## src/rtl/psg_bus_master.sv

```systemverilog
// psg_bus_master: queues PSG register read/write requests and plays them out
// as BDIR/BC address-latch, write and read cycles.
//
// Ports:
//   CLK, RESET                  clock, async active-high reset
//   REQ_VALID/REQ_READY         request handshake (REQ_RD, REQ_ADDR, REQ_DATA)
//   RSP_VALID, RSP_DATA         one-cycle read response strobe and held data
//   BUSY                        FIFO non-empty or sequencer active
//   PSG_BDIR, PSG_BC            bus control to the PSG
//   PSG_DO, PSG_DI              data to / from the PSG
module psg_bus_master #(
  parameter int unsigned HOLD       = 2,
  parameter int unsigned GAP        = 1,
  parameter int unsigned DEPTH      = 4,
  parameter bit          CACHE_ADDR = 1'b1
) (
  input  logic       CLK,
  input  logic       RESET,
  input  logic       REQ_VALID,
  output logic       REQ_READY,
  input  logic       REQ_RD,
  input  logic [3:0] REQ_ADDR,
  input  logic [7:0] REQ_DATA,
  output logic       RSP_VALID,
  output logic [7:0] RSP_DATA,
  output logic       BUSY,
  output logic       PSG_BDIR,
  output logic       PSG_BC,
  output logic [7:0] PSG_DO,
  input  logic [7:0] PSG_DI
);

  localparam int unsigned AW = (DEPTH > 1) ? $clog2(DEPTH) : 1;
  localparam logic [3:0]  HOLD_M1 = 4'(HOLD - 1);
  localparam logic [3:0]  GAP_M1  = 4'(GAP - 1);
  localparam logic [AW:0] DEPTH_C = (AW + 1)'(DEPTH);

  typedef struct packed {
    logic       rd;
    logic [3:0] addr;
    logic [7:0] data;
  } req_t;

  typedef enum logic [2:0] {
    S_IDLE, S_ADDR, S_GAP_A, S_XFER, S_GAP_X
  } state_t;

  req_t          mem_q [DEPTH];
  logic [AW-1:0] wp_q, wp_d, rp_q, rp_d;
  logic [AW:0]   cnt_q, cnt_d;
  logic          ready_q, ready_d;
  state_t        st_q, st_d;
  logic [3:0]    ph_q, ph_d;
  req_t          cur_q, cur_d;
  logic [3:0]    cache_q, cache_d;
  logic          cvld_q, cvld_d;
  logic [7:0]    do_q, do_d;
  logic [7:0]    rdata_q, rdata_d;
  logic          rvld_q, rvld_d;
  logic          push, pop, hit;
  logic          bdir, bc;
  req_t          head;

  always_comb begin
    head  = mem_q[rp_q];
    push  = REQ_VALID & ready_q;
    pop   = (st_q == S_IDLE) & (cnt_q != '0);
    hit   = CACHE_ADDR & cvld_q & (cache_q == head.addr);
    wp_d  = push ? wp_q + 1'b1 : wp_q;
    rp_d  = pop ? rp_q + 1'b1 : rp_q;
    cnt_d = cnt_q;
    if (push && !pop) cnt_d = cnt_q + 1'b1;
    if (pop && !push) cnt_d = cnt_q - 1'b1;
    // Ready is registered from the next count, so a full FIFO
    // never accepts on the same cycle a slot frees up.
    ready_d = (cnt_d < DEPTH_C);
  end

  always_comb begin
    st_d    = st_q;
    ph_d    = ph_q;
    cur_d   = cur_q;
    cache_d = cache_q;
    cvld_d  = cvld_q;
    do_d    = do_q;
    rdata_d = rdata_q;
    rvld_d  = 1'b0;
    bdir    = 1'b0;
    bc      = 1'b0;
    unique case (st_q)
      S_IDLE: begin
        if (pop) begin
          cur_d = head;
          ph_d  = HOLD_M1;
          if (hit) begin
            st_d = S_XFER;
            do_d = head.rd ? 8'h00 : head.data;
          end else begin
            st_d = S_ADDR;
            // upper nibble zero so the PSG always accepts the latch
            do_d = {4'b0000, head.addr};
          end
        end
      end
      S_ADDR: begin
        bdir    = 1'b1;
        bc      = 1'b1;
        cache_d = cur_q.addr;
        cvld_d  = 1'b1;
        if (ph_q == '0) begin
          st_d = S_GAP_A;
          ph_d = GAP_M1;
        end else begin
          ph_d = ph_q - 1'b1;
        end
      end
      S_GAP_A: begin
        // PSG acts on BDIR rising, so the bus must drop between phases
        if (ph_q == '0) begin
          st_d = S_XFER;
          ph_d = HOLD_M1;
          do_d = cur_q.rd ? 8'h00 : cur_q.data;
        end else begin
          ph_d = ph_q - 1'b1;
        end
      end
      S_XFER: begin
        bdir = ~cur_q.rd;
        bc   = cur_q.rd;
        if (ph_q == '0) begin
          st_d = S_GAP_X;
          ph_d = GAP_M1;
          if (cur_q.rd) begin
            rdata_d = PSG_DI;
            rvld_d  = 1'b1;
          end
        end else begin
          ph_d = ph_q - 1'b1;
        end
      end
      S_GAP_X: begin
        if (ph_q == '0) st_d = S_IDLE;
        else            ph_d = ph_q - 1'b1;
      end
      default: st_d = S_IDLE;
    endcase
  end

  always_ff @(posedge CLK) begin
    if (push) mem_q[wp_q] <= '{REQ_RD, REQ_ADDR, REQ_DATA};
  end

  always_ff @(posedge CLK or posedge RESET) begin
    if (RESET) begin
      wp_q    <= '0;
      rp_q    <= '0;
      cnt_q   <= '0;
      ready_q <= 1'b0;
      st_q    <= S_IDLE;
      ph_q    <= '0;
      cur_q   <= '0;
      cache_q <= '0;
      cvld_q  <= 1'b0;
      do_q    <= '0;
      rdata_q <= '0;
      rvld_q  <= 1'b0;
    end else begin
      wp_q    <= wp_d;
      rp_q    <= rp_d;
      cnt_q   <= cnt_d;
      ready_q <= ready_d;
      st_q    <= st_d;
      ph_q    <= ph_d;
      cur_q   <= cur_d;
      cache_q <= cache_d;
      cvld_q  <= cvld_d;
      do_q    <= do_d;
      rdata_q <= rdata_d;
      rvld_q  <= rvld_d;
    end
  end

  // Bus controls decode straight from the state flop so reset
  // drops them without waiting for a clock.
  assign PSG_BDIR  = bdir;
  assign PSG_BC    = bc;
  assign PSG_DO    = do_q;
  assign REQ_READY = ready_q;
  assign RSP_VALID = rvld_q;
  assign RSP_DATA  = rdata_q;
  assign BUSY      = (cnt_q != '0) | (st_q != S_IDLE);

endmodule

```

## config.mk

```make
export PLATFORM = sky130hd
export DESIGN_NAME = psg_bus_master
export DESIGN_NICKNAME = d
export VERILOG_FILES = /design/src/rtl/psg_bus_master.sv
export SDC_FILE = /design/constraint.sdc
export NUM_CORES = 1
export LEC_CHECK = 0
export ABC_AREA = 1
export CAP_MARGIN = 20
export CORE_ASPECT_RATIO = 0.5
export CORE_MARGIN = 3
export CORE_UTILIZATION = 47
export DETAILED_ROUTE_END_ITERATION = 10
export MAX_ROUTING_LAYER = met4
export PLACE_DENSITY = 0.77
export REMOVE_ABC_BUFFERS = 1
export SLEW_MARGIN = 20
export SYNTH_ARGS = -nofsm -noshare
export SYNTH_HDL_FRONTEND = slang
export SYNTH_SLANG_ARGS = --single-unit
```

## constraint.sdc

```tcl
create_clock -name CLK -period 2.4 [get_ports CLK]
set_input_delay 0.48 -clock CLK [delete_from_list [all_inputs] [get_ports CLK]]
set_output_delay 0.48 -clock CLK [all_outputs]
set_load 0.01 [all_outputs]
```

==> metrics, run 1 <==
run status completed; remaining global-route overflow 0; worst slack, placed 378.0 ps; CTS tree done; Final Hold Violating Endpoints 0; Data required, critical path 1920 ps; H-tree depth 3; count of flip-flops with a built-in enable after synthesis 52; post-layout worst setup margin 205.9 ps; FF+latch count, synth 102; distinct cell type count of the synthesized netlist 34; Setup TNS 0 ps; routability-driven placement congestion ratio 0.8614; DIE AREA 10810 µm²; global-route usage over all layers 0.1802; Critical Path Source st_q[2]; class of the most critical setup path reg -> out; post-route fraction of the period consumed by the critical path 0.9142; average routed wire per standard cell 14.49 µm; Detail Route Antenna Nets 0; DRT Wirelength a little under 9000 µm; Diodes inserted 0; minimum clock period after layout 2194 ps; count of clock tree sinks 102; multi-input logic area between 1000 and 1500 µm²; Util after Layout 0.6010; pwr/cell area 1388 nW/µm²; per-cell via count in the routed design 5.108; Resize count post-CTS 0; data arrival time of the critical path ~1700 ps; synthesized area per cell 10.52 µm²; worst min path class reg -> reg; cts-stage hold buffer count 0; number of standard cells after synthesis 426; Critical Path Fanout Max 6; MaxCap Viol Count 0; via total after detailed routing between 3000 and 4000; post-CTS repair timing setup buffer count 0; cts bufs inserted 9; slew at the pin with the worst max-slew slack 657.2 ps; global-route wire length before repair 14390 µm; Placement Rows 24; main flop type after synthesis edfxtp_1; Pleak 2.314 nW; number of antenna violations at the first check in global routing 0; drt drc 0; Worst Min Path Start RSP_DATA[7]; Clock Root Buffer clkbuf_16; clock skew 7.408 ps; Iteration-0 DRC Markers 302; worst max-slew margin expressed relative to the limit 0.5602; final setup violation count 0; worst voltage drop across the vdd grid 0.5054 mV; x dimension of the die 144.1 µm; RSZ-0062 raised after global routing no; kind of launch point of the worst setup path flip-flop; ports placed on the boundary 45; Total Power 7.490 mW; clock tree buffer depth 2; Synth-to-Final Area Change 20.44%; pin count of the biggest net entering global routing 51; total number of yosys warnings 0; register area between 2000 and 3000 µm²; async set or reset register ratio after synthesis 0.4902; launching point of the worst reg2reg path cnt_q[0]; vias in the first global route around 2900; number of buffers inserted by port buffering 44; post-synthesis cell area 4481 µm²; proportion of layout cells with a drive suffix above 1 0.1173; Clk Latency, worst-skew pair 340 ps; Detail Placement HPWL 5964 µm; Reg clk slew, reported paths ~70 ps; sort of element at the end of the critical path output port; highest achievable clock rate 0.4558 GHz; Post-layout nets 516; effective utilization at floorplan 0.4990; drt pass-1 iters 4; max-slew violation count 0; die outline height 75.04 µm; fraction of the yosys area taken by sequential cells 0.6278; Core Box Area about 9000 µm²; count of fill cells added during filler insertion about 740
[through the flow]
stage	area (µm²)	cells	hold WS, ps
final	5396	603	469.6
after global routing	5396	603	495.1
after CTS	5389	603	476.4
after detailed placement	5081	587	458.7
after global placement	5081	587	453.8
after floorplan	4427	417	449.2
[report_power, final]
group | switching, mW | internal (mW)
sequential | 0.306 | 2.41
clock | 0.647 | 0.829
combinational | 2.04 | 1.26
[synth_stat cells (2+ instances only)]
cell	instances	area [µm²]
nor2_1	36	135.1
xor2_1	5	43.79
o21ai_0	21	105.1
ha_1	11	137.6
buf_2	4	20.02
buf_6	2	22.52
clkbuf_1	3	11.26
nand3_1	19	95.09
inv_1	37	138.9
nand2_1	112	420.4
nand2_2	7	43.79
edfxtp_1	52	1562
a21oi_1	19	95.09
a32o_1	4	40.04
nand4_1	4	25.02
inv_2	6	22.52
o21ai_1	4	20.02
o22ai_1	7	43.79
mux2_2	2	22.52
dfrtp_1	50	1251
a21oi_2	8	70.07
[cell usage in the layout (no fill, tap or decap), types with 2 or more instances in the layout]
cell type        count
nand2_1            112
edfxtp_1            52
dfrtp_1             50
clkdlybuf4s50_1     43
inv_1               36
nor2_1              36
o21ai_0             21
nand3_1             19
a21oi_1             19
ha_1                11
clkbuf_16            9
buf_4                9
a21oi_2              8
inv_2                7
nand2_2              7
o22ai_1              7
xor2_1               5
o21ai_1              4
nand4_1              4
a32o_1               4
clkinv_4             3
mux2_2               2
inv_8                2
[area by class of cell]
class	count	area share
Clock buffer	10	0.04243
Clock inverter	6	0.01461
Inverter	44	0.03153
Multi-Input combinational cell	271	0.2685
Sequential cell	102	0.5212
Tap cell	117	0.02713
Timing Repair Buffer	53	0.09460
[layer usage]
| layer | vias up | wire length, µm | global-route usage |
|---|---|---|---|
| met4 | 0 | 109 | 0.05324 |
| met2 | 69 | 4076 | 0.2832 |
| met5 | - | 0 | - |
| met3 | 17 | 360 | 0.03934 |
| li1 | 1532 | - | - |
| met1 | 1462 | 4194 | 0.2391 |
[logic make-up after synthesis]
group,share of synthesized area
muxes,0.005026
AOI/OAI and AO/OA,0.09048
buffers and inverters,0.04998
adders and majority gates,0.03072
DFF,0.6278
and+or+nand+nor,0.1801
xor gates and xnor gates,0.01592
[critical path, stage by stage (launching register included)]
cell and delay, ps:
dfrtp_1 370, inv_1 100, nand2_1 150, a21oi_1 190, clkdlybuf4s50_1 560
[registers in the layout, summed over array words and instances (netlist names)]
register	flops
cnt_q	3
RSP_DATA	8
cur_q	13
cache_q	4
wp_q	2
PSG_DO	8
st_q	3
REQ_READY	1
ph_q	4
cvld_q	1
rp_q	2
RSP_VALID	1
mem_q	52
[final timing paths]
path,cells past startpoint,slack [ps],end
setup / recovery,4,210,PSG_BDIR
hold / removal,2,470,RSP_DATA[7]
setup reg to reg,10,450,REQ_READY
hold reg to reg,2,470,RSP_DATA[7]
max in group asynchronous,3,1360,ph_q[1]
min in group asynchronous,3,620,wp_q[0]
No activity file was read; power rests on OpenSTA's default activity.
==> inputs of run 2 (changes only) <==
--- a/config.mk
+++ b/config.mk
@@ -14,6 +14,7 @@
 export MAX_ROUTING_LAYER = met4
 export PLACE_DENSITY = 0.77
 export REMOVE_ABC_BUFFERS = 1
+export SETUP_SLACK_MARGIN = 0.1
 export SLEW_MARGIN = 20
 export SYNTH_ARGS = -nofsm -noshare
 export SYNTH_HDL_FRONTEND = slang
==> results of run 2 <==
Same layout as run 1: the final DEF is identical, and so are final timing and power.
Among the figures that moved: number of gates resized after CTS 0 -> 1; wire length of the first global-routing pass 14390 µm -> 14400 µm; via count of the first global-routing pass 2858 -> 2862; overall routing resource usage 0.1802 -> 0.1804; met2 usage 0.2832 -> 0.2837
